<file path="src/rtl/ntt_conf_sequencer_if.sv">
// Host and butterfly-controller signals of the conf sequencer.
// slave is the sequencer side; master is the host/controller side.
interface ntt_conf_sequencer_if;
    logic       start;
    logic [1:0] mode;
    logic       abort;
    logic [1:0] done_flag;
    logic [2:0] conf;
    logic       busy;
    logic       done;
    logic       err;

    modport slave (
        input  start, mode, abort, done_flag,
        output conf, busy, done, err
    );

    modport master (
        output start, mode, abort, done_flag,
        input  conf, busy, done, err
    );
endinterface

</file>
<file path="src/rtl/ntt_conf_sequencer.sv">
// Drives the butterfly controller conf stream for radix-4/radix-2 passes, drains, checks done_flag.
// Outputs registered, one cycle after the state decision; start only sampled in IDLE, abort always wins.
module ntt_conf_sequencer #(
    parameter int R2_OPS   = 32,
    parameter int R4_OPS   = 96,
    parameter int DRAIN_R2 = 9,
    parameter int DRAIN_R4 = 15,
    parameter int CNT_W    = 8
) (
    input  logic                clk,
    input  logic                rst,
    ntt_conf_sequencer_if.slave bus
);
    typedef enum logic [2:0] {
        S_IDLE, S_RUN_R4, S_DRAIN_R4, S_RUN_R2, S_DRAIN_R2, S_FINISH
    } state_t;

    localparam logic [2:0] CONF_IDLE = 3'b000;
    localparam logic [2:0] CONF_R2   = 3'b001;
    localparam logic [2:0] CONF_R4   = 3'b010;
    localparam logic [2:0] CONF_DR2  = 3'b011;
    localparam logic [2:0] CONF_DR4  = 3'b100;

    localparam logic [CNT_W-1:0] R2_LAST  = CNT_W'(R2_OPS - 1);
    localparam logic [CNT_W-1:0] R4_LAST  = CNT_W'(R4_OPS - 1);
    localparam logic [CNT_W-1:0] DR2_LAST = CNT_W'(DRAIN_R2 - 1);
    localparam logic [CNT_W-1:0] DR4_LAST = CNT_W'(DRAIN_R4 - 1);

    state_t           state, state_n;
    logic [CNT_W-1:0] cnt, cnt_n;
    logic [1:0]       mode_q, mode_n;
    logic             err_q, err_n;
    logic [2:0]       conf_q, conf_n;
    logic             busy_q, busy_n;
    logic             done_q, done_n;

    always_ff @(posedge clk or negedge rst) begin
        if (!rst) begin
            state  <= S_IDLE;
            cnt    <= '0;
            mode_q <= 2'b00;
            err_q  <= 1'b0;
            conf_q <= CONF_IDLE;
            busy_q <= 1'b0;
            done_q <= 1'b0;
        end else begin
            state  <= state_n;
            cnt    <= cnt_n;
            mode_q <= mode_n;
            err_q  <= err_n;
            conf_q <= conf_n;
            busy_q <= busy_n;
            done_q <= done_n;
        end
    end

    always_comb begin
        state_n = state;
        cnt_n   = cnt;
        mode_n  = mode_q;
        err_n   = err_q;
        unique case (state)
            S_IDLE: begin
                if (bus.start && !bus.abort) begin
                    mode_n = bus.mode;
                    err_n  = 1'b0;
                    cnt_n  = '0;
                    case (bus.mode)
                        2'b00:        state_n = S_RUN_R2;
                        2'b01, 2'b10: state_n = S_RUN_R4;
                        default: begin
                            state_n = S_FINISH;
                            err_n   = 1'b1;
                        end
                    endcase
                end
            end
            S_RUN_R4: begin
                if (cnt == R4_LAST) begin
                    state_n = S_DRAIN_R4;
                    cnt_n   = '0;
                end else begin
                    cnt_n = cnt + 1'b1;
                end
            end
            S_DRAIN_R4: begin
                // The controller registers conf, so the last-op flag lines up with the first drain cycle.
                if (cnt == '0 && bus.done_flag != 2'b10) err_n = 1'b1;
                if (cnt == DR4_LAST) begin
                    cnt_n   = '0;
                    state_n = (mode_q == 2'b10) ? S_RUN_R2 : S_FINISH;
                end else begin
                    cnt_n = cnt + 1'b1;
                end
            end
            S_RUN_R2: begin
                if (cnt == R2_LAST) begin
                    state_n = S_DRAIN_R2;
                    cnt_n   = '0;
                end else begin
                    cnt_n = cnt + 1'b1;
                end
            end
            S_DRAIN_R2: begin
                if (cnt == '0 && bus.done_flag != 2'b01) err_n = 1'b1;
                if (cnt == DR2_LAST) begin
                    cnt_n   = '0;
                    state_n = S_FINISH;
                end else begin
                    cnt_n = cnt + 1'b1;
                end
            end
            S_FINISH: state_n = S_IDLE;
            default:  state_n = S_IDLE;
        endcase

        if (bus.abort && state != S_IDLE) begin
            state_n = S_IDLE;
            cnt_n   = '0;
            err_n   = err_q;
        end

        conf_n = CONF_IDLE;
        unique case (state_n)
            S_RUN_R4:   conf_n = CONF_R4;
            S_DRAIN_R4: conf_n = CONF_DR4;
            S_RUN_R2:   conf_n = CONF_R2;
            S_DRAIN_R2: conf_n = CONF_DR2;
            default:    conf_n = CONF_IDLE;
        endcase
        busy_n = (state_n != S_IDLE) && (state_n != S_FINISH);
        done_n = (state_n == S_FINISH);
    end

    assign bus.conf = conf_q;
    assign bus.busy = busy_q;
    assign bus.done = done_q;
    assign bus.err  = err_q;
endmodule

</file>
<file path="src/flat_wrapper.sv">
// flat-port wrapper written by rule: the top's interface ports become plain ports
module ntt_conf_sequencer_flat 
#(
    parameter int R2_OPS   = 32,
    parameter int R4_OPS   = 96,
    parameter int DRAIN_R2 = 9,
    parameter int DRAIN_R4 = 15,
    parameter int CNT_W    = 8
)
  (clk, rst, bus_start, bus_mode, bus_abort, bus_done_flag, bus_conf, bus_busy, bus_done, bus_err);
  ntt_conf_sequencer_if bus_i ();
  input  logic clk;
  input  logic rst;
  input wire logic [$bits(bus_i.start)-1:0] bus_start;
  input wire logic [$bits(bus_i.mode)-1:0] bus_mode;
  input wire logic [$bits(bus_i.abort)-1:0] bus_abort;
  input wire logic [$bits(bus_i.done_flag)-1:0] bus_done_flag;
  output wire logic [$bits(bus_i.conf)-1:0] bus_conf;
  output wire logic [$bits(bus_i.busy)-1:0] bus_busy;
  output wire logic [$bits(bus_i.done)-1:0] bus_done;
  output wire logic [$bits(bus_i.err)-1:0] bus_err;
  assign bus_i.start = bus_start;
  assign bus_i.mode = bus_mode;
  assign bus_i.abort = bus_abort;
  assign bus_i.done_flag = bus_done_flag;
  assign bus_conf = bus_i.conf;
  assign bus_busy = bus_i.busy;
  assign bus_done = bus_i.done;
  assign bus_err = bus_i.err;
  ntt_conf_sequencer #(.R2_OPS(R2_OPS), .R4_OPS(R4_OPS), .DRAIN_R2(DRAIN_R2), .DRAIN_R4(DRAIN_R4), .CNT_W(CNT_W)) u_core (.clk(clk), .rst(rst), .bus(bus_i));
endmodule
</file>
<file path="config.mk">
export PLATFORM = sky130hd
export DESIGN_NAME = ntt_conf_sequencer_flat
export DESIGN_NICKNAME = d
export VERILOG_FILES = /design/src/rtl/ntt_conf_sequencer_if.sv /design/src/rtl/ntt_conf_sequencer.sv /design/src/flat_wrapper.sv
export SDC_FILE = /design/constraint.sdc
export NUM_CORES = 1
export LEC_CHECK = 0
export CORE_ASPECT_RATIO = 1.4
export CORE_MARGIN = 2
export CORE_UTILIZATION = 49
export DETAILED_ROUTE_END_ITERATION = 12
export PLACE_DENSITY = 0.74
export SYNTH_ARGS = -nofsm -noshare
export SYNTH_HDL_FRONTEND = slang
export SYNTH_SLANG_ARGS = --single-unit
</file>
<file path="constraint.sdc">
create_clock -name clk -period 2 [get_ports clk]
set_input_delay 0.4 -clock clk [delete_from_list [all_inputs] [get_ports clk]]
set_output_delay 0.4 -clock clk [all_outputs]
set_load 0.05 [all_outputs]
</file>
==> impl_metrics.toml, run 1 <==
[status]
status = "complete, but fails checks"
violations = "negative setup slack"

[power_and_ir_drop]
power_uw = 1860
p_leak_uw = 0.000661
powerDensity_nw_per_um2 = 1210
ir_drop_uv = 706

[floorplan]
core_area_um2 = 2360
dieWidth_um = 46.0
io_pins = 14
rows = 21
start_util_pct = 51.3
die_h_um = 62.9
dieArea_um2 = 2890

[synthesis]
yosys_warnings = 0
synth_edf_count = 0
synthFlopType = "dfrtp_1"
netlist-cell-type-count = 47
ys_top_cells_by_area = "dfrtp_1 (39%), o21ai_0 (4.5%), nor2_1 (3.4%), ha_1 (3.1%), nor3b_1 (3.1%)"
async_flop_share_pct = 100
syn-num-nets = 142
seq_area_frac_synth_pct = 39.2
yosys.area.top_type_share_pct = 39.2
synthesis.area_um2 = 1210
ys_ff_latch = 19
synth.largest_area_cell = "dfrtp_1"
synthCells = 131
syn_avg_cell_area_um2 = 9.26

[clocking]
numCtsBuffers = 3
clock_path_buffers = 2
tritoncts = "built"
clkTransAtPathRegs_ns = 0.11
cts_sinks = 19
h-tree-depth = 1
clkLatencyLatePin_ns = 0.31
cts_root_buffer = "clkbuf_4"

[global_route]
grt_overflow = 0
grt_usage_pct = 23.7
first_global_vias = 1226
grt.busiest_layer = "met2"
antenna_found_initial = 0
grt_max_degree = 20
grt_use_met3_pct = 3.18
grtUsageMet2_pct = 40.3
use_met1_pct = 26.9
grt_pass1_wl_um = 5180

[setup_path]
path_cells = "or4_4, or3_1, o221a_4, and2_4, a211oi_2"
critical_path_class = "reg2reg"
startpoint = "u_core.cnt[4]"
r2r_cells = 5
slowest_stage = "or4_4"
path_buf_inv = 0
end_kind = "register"
cp_slowest_stage_delay_ns = 0.57
arrival_ns = 2.27
path_max_fanout = 5
critPathLaunchType = "register"
crit_family = "simple AND/OR/NAND/NOR gates"
reg2reg_from = "u_core.cnt[4]"
ff2ff_setup_slack_ns = -0.04
r2r_end = "u_core.bus.busy"
cp.required_ns = 2.23

[sta]
hold_violations = 0
setup_viol = 3
max_freq_ghz = 0.489
fin_crit_ns = 2.04
skew_ns = 0.00469
tightest_slew_ns = 0.500
relSlewSlack_pct = 66.6
drv_slew = 0
rsz0062_at_grt = "yes"
setup_slack_ns = -0.0442
period_share_pct = 102

[routing]
antenna_left = 0
finalWirelength_um = 2870
vias = 1146
avgViaCountPerCell = 6.16
dr.pass1.iters = 4
drt-initial-drc-count = 33
post_drt_wl_per_cell_um = 15.4
drc_errors = 0

[finish]
diodes = 0
regArea_um2 = 477
nets = 175
multi_input_area_um2 = 713
syn_to_final_growth_pct = 26.4
drive_gt1_share_pct = 22.7
final_cell_mix = "buf_4 (18), dfrtp_1 (18), clkdlybuf4s50_1 (13), nor2_1 (11), o21ai_0 (10)"
fillers = 204

[worst_hold_path]
hold_path_class = "in2async"

[placement]
place_congestion = 0.807
dp_slack_ns = -0.0535
hpwl_um = 2200
portBuffers = 13

[run]
maxCapViolCount = 0
## synth_stat cells, drive strengths merged, types with 3 or more instances
cell type and instances:
a21oi 4, and2 4, buf 3, dfrtp 19, ha 3, inv 6, nand2 7, nand2b 5
nand3 6, nor2 11, nor3 4, nor3b 5, nor4 4, o21ai 11, or3 3
## cell type report
type                    count  area share [%]
multi-input cells         103            46.5
clock buffers               4            1.71
repair buffers             31            17.3
inverters                   6            1.47
well taps                  23            1.88
flip-flops and latches     19            31.1
## kinds of logic (layout without fill, tap and decap cells)
family / Yosys count / after routing / synth area share (%)
flip-flops: 19 / 19 / 39.2
adder cells (fa/ha/maj): 4 / 4 / 3.92
multiplexers: 3 / 3 / 2.68
buffers and inverters: 9 / 41 / 2.99
AND/OR/NAND/NOR: 60 / 60 / 28.9
AO/OA/AOI/OAI: 33 / 33 / 20.1
XOR/XNOR: 3 / 3 / 2.17
## registers in the layout (all words and copies together), names as in the netlist
register and count:
u_core.bus.err 1, u_core.cnt 8, u_core.state 3, u_core.mode_q 2, u_core.bus.busy 1, u_core.bus.done 1
u_core.bus.conf 3
## how the worst max path moves through the flow
| stage | to | slack [ns] | cells after the start |
|---|---|---|---|
| floorplan | u_core.bus.busy | -0.02 | 5 |
| global placement | u_core.bus.busy | -0.007 | 5 |
| detailed placement | u_core.bus.conf[0] | -0.05 | 5 |
| CTS | u_core.bus.conf[0] | -0.04 | 5 |
| global route | u_core.bus.conf[0] | -0.12 | 5 |
| finish | u_core.bus.busy | -0.04 | 5 |
## what timing repair did
| item | in CTS | in global routing |
|---|---|---|
| hold buffers | 0 | 0 |
| resized for setup | 1 | 3 |
| setup buffers | 2 | 0 |
| endpoints found under the hold margin | 0 | 0 |
| setup endpoints to repair | 7 | 12 |
| pin swaps | 2 | 0 |
| gates cloned | 0 | 0 |
## routing by layer
layer,wire (µm),share of wire [%]
met1,1130,39
met5,0,0
met2,1560,54
met3,76,2.7
met4,101,3.5
## stage by stage
step           hold WS (ns)  cells  cell area (µm²)  TNS (ns)  utilization, %
6_report              0.420    186             1530   -0.0939            64.8
5_1_grt               0.439    186             1530    -0.585            64.8
4_1_cts               0.435    186             1530    -0.121            64.5
3_5_place_dp          0.494    180             1480    -0.149            62.5
3_3_place_gp          0.483    180             1480  -0.00697            62.5
2_1_floorplan         0.104    131             1210   -0.0195               -
## report_power, final
| group | switching (µW) | internal, µW |
|---|---|---|
| sequential | 65.3 | 493 |
| clock | 123 | 77.9 |
| combinational | 637 | 464 |
No activity file was read; power rests on OpenSTA's default activity.
==> inputs of run 2 (changes only) <==
--- a/config.mk
+++ b/config.mk
@@ -9,7 +9,7 @@
 export CORE_MARGIN = 2
 export CORE_UTILIZATION = 49
 export DETAILED_ROUTE_END_ITERATION = 12
-export PLACE_DENSITY = 0.74
+export PLACE_DENSITY_LB_ADDON = 0.08
 export SYNTH_ARGS = -nofsm -noshare
 export SYNTH_HDL_FRONTEND = slang
 export SYNTH_SLANG_ARGS = --single-unit
==> run 2 against run 1 <==
Against the previous run:
- the flow still finishes with violations (negative setup slack)
- maximum frequency grew 0.68%
- non-clock buffer count shrank 2
- utilization shrank 0.11 points
- power is essentially flat
- register-to-register slack is essentially flat
- setup slack gained 0.014 ns
- final area shrank 0.16%
- combinational power is essentially flat
- critical path depth is the same
- largest power group unchanged
==> impl_metrics.toml, run 2 (synthesis gave the netlist of run 1 again) <==
[floorplan]
die_h_um = 62.9
start_util_pct = 51.3
io_pins = 14
dieArea_um2 = 2890
rows = 21
core_area_um2 = 2360
dieWidth_um = 46.0

[finish]
syn_to_final_growth_pct = 26.2
final_util_pct = 64.7
fin_cells = 184
regMostFlops = "u_core.cnt"
final_cell_mix = "dfrtp_1 (19), buf_4 (16), clkdlybuf4s50_1 (13), nor2_1 (11), o21ai_0 (8)"
nets = 173
final_common_cell = "dfrtp_1"
largest_reg_flops = 8
diodes = 0
drive_gt1_share_pct = 23.6
fillers = 213

[routing]
post_drt_wl_per_cell_um = 15.0
antenna_left = 0
vias = 1104
avgViaCountPerCell = 6.00
drc_errors = 0
dr.pass1.iters = 4
drt-initial-drc-count = 23
finalWirelength_um = 2770

[global_route]
first_global_vias = 1101
grt_usage_pct = 21.6
grt_overflow = 0
antenna_found_initial = 0
grt_max_degree = 20
grt_pass1_wl_um = 4710

[clocking]
numCtsBuffers = 3
clock_path_buffers = 2
clkTransAtPathRegs_ns = 0.12
cts_root_buffer = "clkbuf_4"
cts_hold_buf = 0
h-tree-depth = 1
clkLatencyLatePin_ns = 0.31
cts_sinks = 19
tritoncts = "built"

[status]
status = "complete, but fails checks"
violations = "negative setup slack"

[worst_hold_path]
hold_path_class = "in2async"

[sta]
fin_crit_ns = 2.03
setup_slack_ns = -0.0305
period_share_pct = 102
drv_slew = 0
rsz0062_at_grt = "yes"
max_freq_ghz = 0.492
setup_viol = 3
hold_violations = 0
skew_ns = 0.00445
relSlewSlack_pct = 67.0
tightest_slew_ns = 0.494

[setup_path]
ff2ff_setup_slack_ns = -0.03
path_max_fanout = 5
reg2reg_from = "u_core.cnt[6]"
r2r_end = "u_core.bus.busy"
critical_path_class = "reg2reg"
arrival_ns = 2.26
cp.required_ns = 2.23
r2r_cells = 5
end_kind = "register"
critPathLaunchType = "register"

[power_and_ir_drop]
p_leak_uw = 0.000657
combPwrFrac_pct = 59.3
p_sw_uw = 825
powerDensity_nw_per_um2 = 1220
ir_drop_uv = 863
p_sw_share_pct = 44.3
p_clk_share_pct = 11.0
power_uw = 1860
seqPwrFrac_pct = 29.7
p_int_uw = 1040

[placement]
hpwl_um = 2080
placed_cells = 179
place_congestion = 0.805
portBuffers = 13

[run]
maxCapViolCount = 0
run 2: worst max path at each step:
stage | from | endpoint | slack, ns | cells after the start
finish | u_core.cnt[6] | u_core.bus.busy | -0.03 | 5
global route | u_core.cnt[6] | u_core.bus.conf[0] | -0.09 | 5
CTS | u_core.cnt[6] | u_core.bus.busy | -0.03 | 5
detailed placement | u_core.cnt[7] | u_core.bus.busy | -0.03 | 5
global placement | u_core.cnt[7] | u_core.bus.busy | -0.004 | 5
floorplan | u_core.cnt[5] | u_core.bus.busy | -0.02 | 5
run 2: cell type report:
class / instances / area, µm² / share of cell area [%]
clock buffer: 3 / 22.5 / 1.47
clock inverter: 1 / 5.00 / 0.327
sequential: 19 / 475 / 31.1
multi-input combinational: 103 / 726 / 47.4
tap: 23 / 28.8 / 1.88
timing repair buffer: 29 / 250 / 16.4
inverter: 6 / 22.5 / 1.47
run 2: through the flow:
stage / cell area, µm² / worst slack (ns) / setup TNS [ns] / hold WS (ns)
2_1_floorplan: 1210 / -0.0195 / -0.0195 / 0.104
3_3_place_gp: 1470 / -0.00393 / -0.00393 / 0.484
3_5_place_dp: 1470 / -0.0272 / -0.0399 / 0.502
4_1_cts: 1510 / -0.0291 / -0.0496 / 0.418
5_1_grt: 1530 / -0.0915 / -0.368 / 0.419
6_report: 1530 / -0.0305 / -0.0680 / 0.415
run 2: power by group through the flow:
stage / clock (µW) / combinational, µW / sequential, µW
finish: 205 / 1100 / 553
global route: 232 / 1210 / 566
CTS: 213 / 1090 / 554
detailed placement: 0 / 1080 / 563
global placement: 0 / 1070 / 558
floorplan: 0 / 605 / 704
run 2: what timing repair did:
| action | CTS | global route |
|---|---|---|
| resized for setup | 0 | 8 |
| buffers inserted | 1 | 0 |
| gates cloned | 0 | 0 |
| endpoints found under the setup margin | 5 | 10 |
| pin swaps | 2 | 1 |
run 2: worst max-delay path, cell delays in order, from the launching register on:
cell      delay, ns
dfrtp_1        0.40
or4_4          0.57
or3_4          0.38
o221a_4        0.28
and2_4         0.17
a211oi_2       0.16
run 2: routing by layer:
| metal | share of wire (%) | track usage (%) |
|---|---|---|
| met1 | 42 | 25.2 |
| met4 | 3.7 | 10.4 |
| met2 | 52 | 36.6 |
| met5 | 0 | 0 |
| met3 | 2.0 | 2.89 |
==> inputs of run 3 (changes only) <==
--- a/config.mk
+++ b/config.mk
@@ -9,7 +9,8 @@
 export CORE_MARGIN = 2
 export CORE_UTILIZATION = 49
 export DETAILED_ROUTE_END_ITERATION = 12
-export PLACE_DENSITY_LB_ADDON = 0.08
+export PLACE_DENSITY = 0.85
+export SKIP_LAST_GASP = 1
 export SYNTH_ARGS = -nofsm -noshare
 export SYNTH_HDL_FRONTEND = slang
 export SYNTH_SLANG_ARGS = --single-unit
==> run 3 against run 2 <==
Against the previous run:
- the flow still finishes with violations (negative setup slack)
- sequential share of layout area is essentially flat
- maximum frequency decreased by 0.79%
- combinational power about the same
==> impl_metrics.toml, run 3 (synthesis gave the netlist of run 1 again) <==
[setup_path]
path_max_fanout = 6
cp_num_cells = 5
end_kind = "register"
path_cells = "or4_4, or3_1, o221a_4, and2_4, a211oi_2"
cp.required_ns = 2.22
slowest_stage = "or4_4"
r2r_cells = 5
critPathLaunchType = "register"
arrival_ns = 2.27
critical_path_class = "reg2reg"
crit_family = "simple AND/OR/NAND/NOR gates"
cp_slowest_stage_delay_ns = 0.57
path_buf_inv = 0

[placement]
portBuffers = 13
hpwl_um = 2140
place_congestion = 0.864
dp_slack_ns = -0.0339
placed_cells = 181

[finish]
drive_gt1_share_pct = 24.1
largest_reg_flops = 8
syn_to_final_growth_pct = 26.4
diodes = 0
final_common_cell = "dfrtp_1"
fin_cells = 185
final_cell_mix = "dfrtp_1 (18), buf_4 (17), clkdlybuf4s50_1 (13), nor2_1 (11), o21ai_0 (10)"
regMostFlops = "u_core.cnt"
nets = 174

[routing]
dr.pass1.iters = 4
antenna_left = 0
vias = 1141
finalWirelength_um = 2860
avgViaCountPerCell = 6.17
post_drt_wl_per_cell_um = 15.5
drt-initial-drc-count = 25
drc_errors = 0

[clocking]
cts_hold_buf = 0
clkLatencyLatePin_ns = 0.30
numCtsBuffers = 3
cts_sinks = 19
post_cts_buffers = 0
clock_path_buffers = 2
clkTransAtPathRegs_ns = 0.11
cts_root_buffer = "clkbuf_4"
tritoncts = "built"
h-tree-depth = 1

[floorplan]
start_util_pct = 51.3
dieArea_um2 = 2890
die_h_um = 62.9
core_area_um2 = 2360
dieWidth_um = 46.0
rows = 21
io_pins = 14

[global_route]
antenna_found_initial = 0
grt_usage_pct = 22.2
first_global_vias = 1154
grt.busiest_layer = "met2"
grt_overflow = 0
grt_max_degree = 20
grtUsageMet2_pct = 37.0
grt_pass1_wl_um = 4950
use_met1_pct = 27.0
grt_use_met3_pct = 3.47

[sta]
relSlewSlack_pct = 66.1
setup_slack_ns = -0.0467
tightest_slew_ns = 0.507
drv_slew = 0
period_share_pct = 102
rsz0062_at_grt = "yes"
max_freq_ghz = 0.489
fin_crit_ns = 2.05
hold_violations = 0
skew_ns = 0.00153
setup_viol = 3

[status]
status = "complete, but fails checks"
violations = "negative setup slack"

[worst_hold_path]
hold_path_class = "in2async"

[power_and_ir_drop]
p_leak_uw = 0.000658
ir_drop_uv = 713
powerDensity_nw_per_um2 = 1230

[run]
maxCapViolCount = 0
run 3: per-layer routing:
metal / part of all wire, % / vias to the layer above
met5: 0 / -
met4: 2.5 / 0
met3: 2.9 / 11
met2: 52 / 34
met1: 43 / 545
li1: - / 551
run 3: worst paths after layout:
path / from / endpoint / slack [ns]
worst max-delay path: u_core.cnt[7] / u_core.bus.busy / -0.05
worst max register to register: u_core.cnt[7] / u_core.bus.busy / -0.05
worst min-delay path: rst / u_core.mode_q[0] / 0.42
max in group asynchronous: rst / u_core.cnt[0] / 1.36
worst min register to register: u_core.mode_q[1] / u_core.mode_q[1] / 0.52
min in group clk: u_core.mode_q[1] / u_core.mode_q[1] / 0.52
run 3: repair_timing:
item                                    CTS  global route
endpoints found under the setup margin    3             8
pin swaps                                 3             2
resized for setup                         0             6
run 3: per-stage QoR:
stage	cell area (µm²)	TNS [ns]	total power (µW)	utilization [%]	hold WS, ns
global route	1530	-0.392	2030	64.8	0.437
detailed placement	1490	-0.0521	1660	62.8	0.488
floorplan	1210	-0.0195	1310	-	0.104
CTS	1510	-0.121	1860	64.0	0.433
finish	1530	-0.0770	1890	64.8	0.422
global placement	1490	0	1610	62.8	0.485
run 3: cell type report:
cell class / count / area, µm²
Clock buffer: 3 / 22.5
Clock inverter: 1 / 5.00
Fill cell: 197 / 832
Inverter: 6 / 22.5
Multi-Input combinational cell: 103 / 719
Sequential cell: 19 / 477
Tap cell: 23 / 28.8
Timing Repair Buffer: 30 / 258
run 3: where the power goes:
part	leakage, µW	switching (µW)	internal [µW]
clock	0.0000177	124	74.5
sequential	0.000249	64.3	492
combinational	0.000391	651	480
total	0.000658	839	1050
run 3: worst reg2reg max path, stage by stage, from the launching register on:
cell      delay [ns]
dfrtp_1         0.40
or4_4           0.57
or3_1           0.38
o221a_4         0.29
and2_4          0.17
a211oi_2        0.17
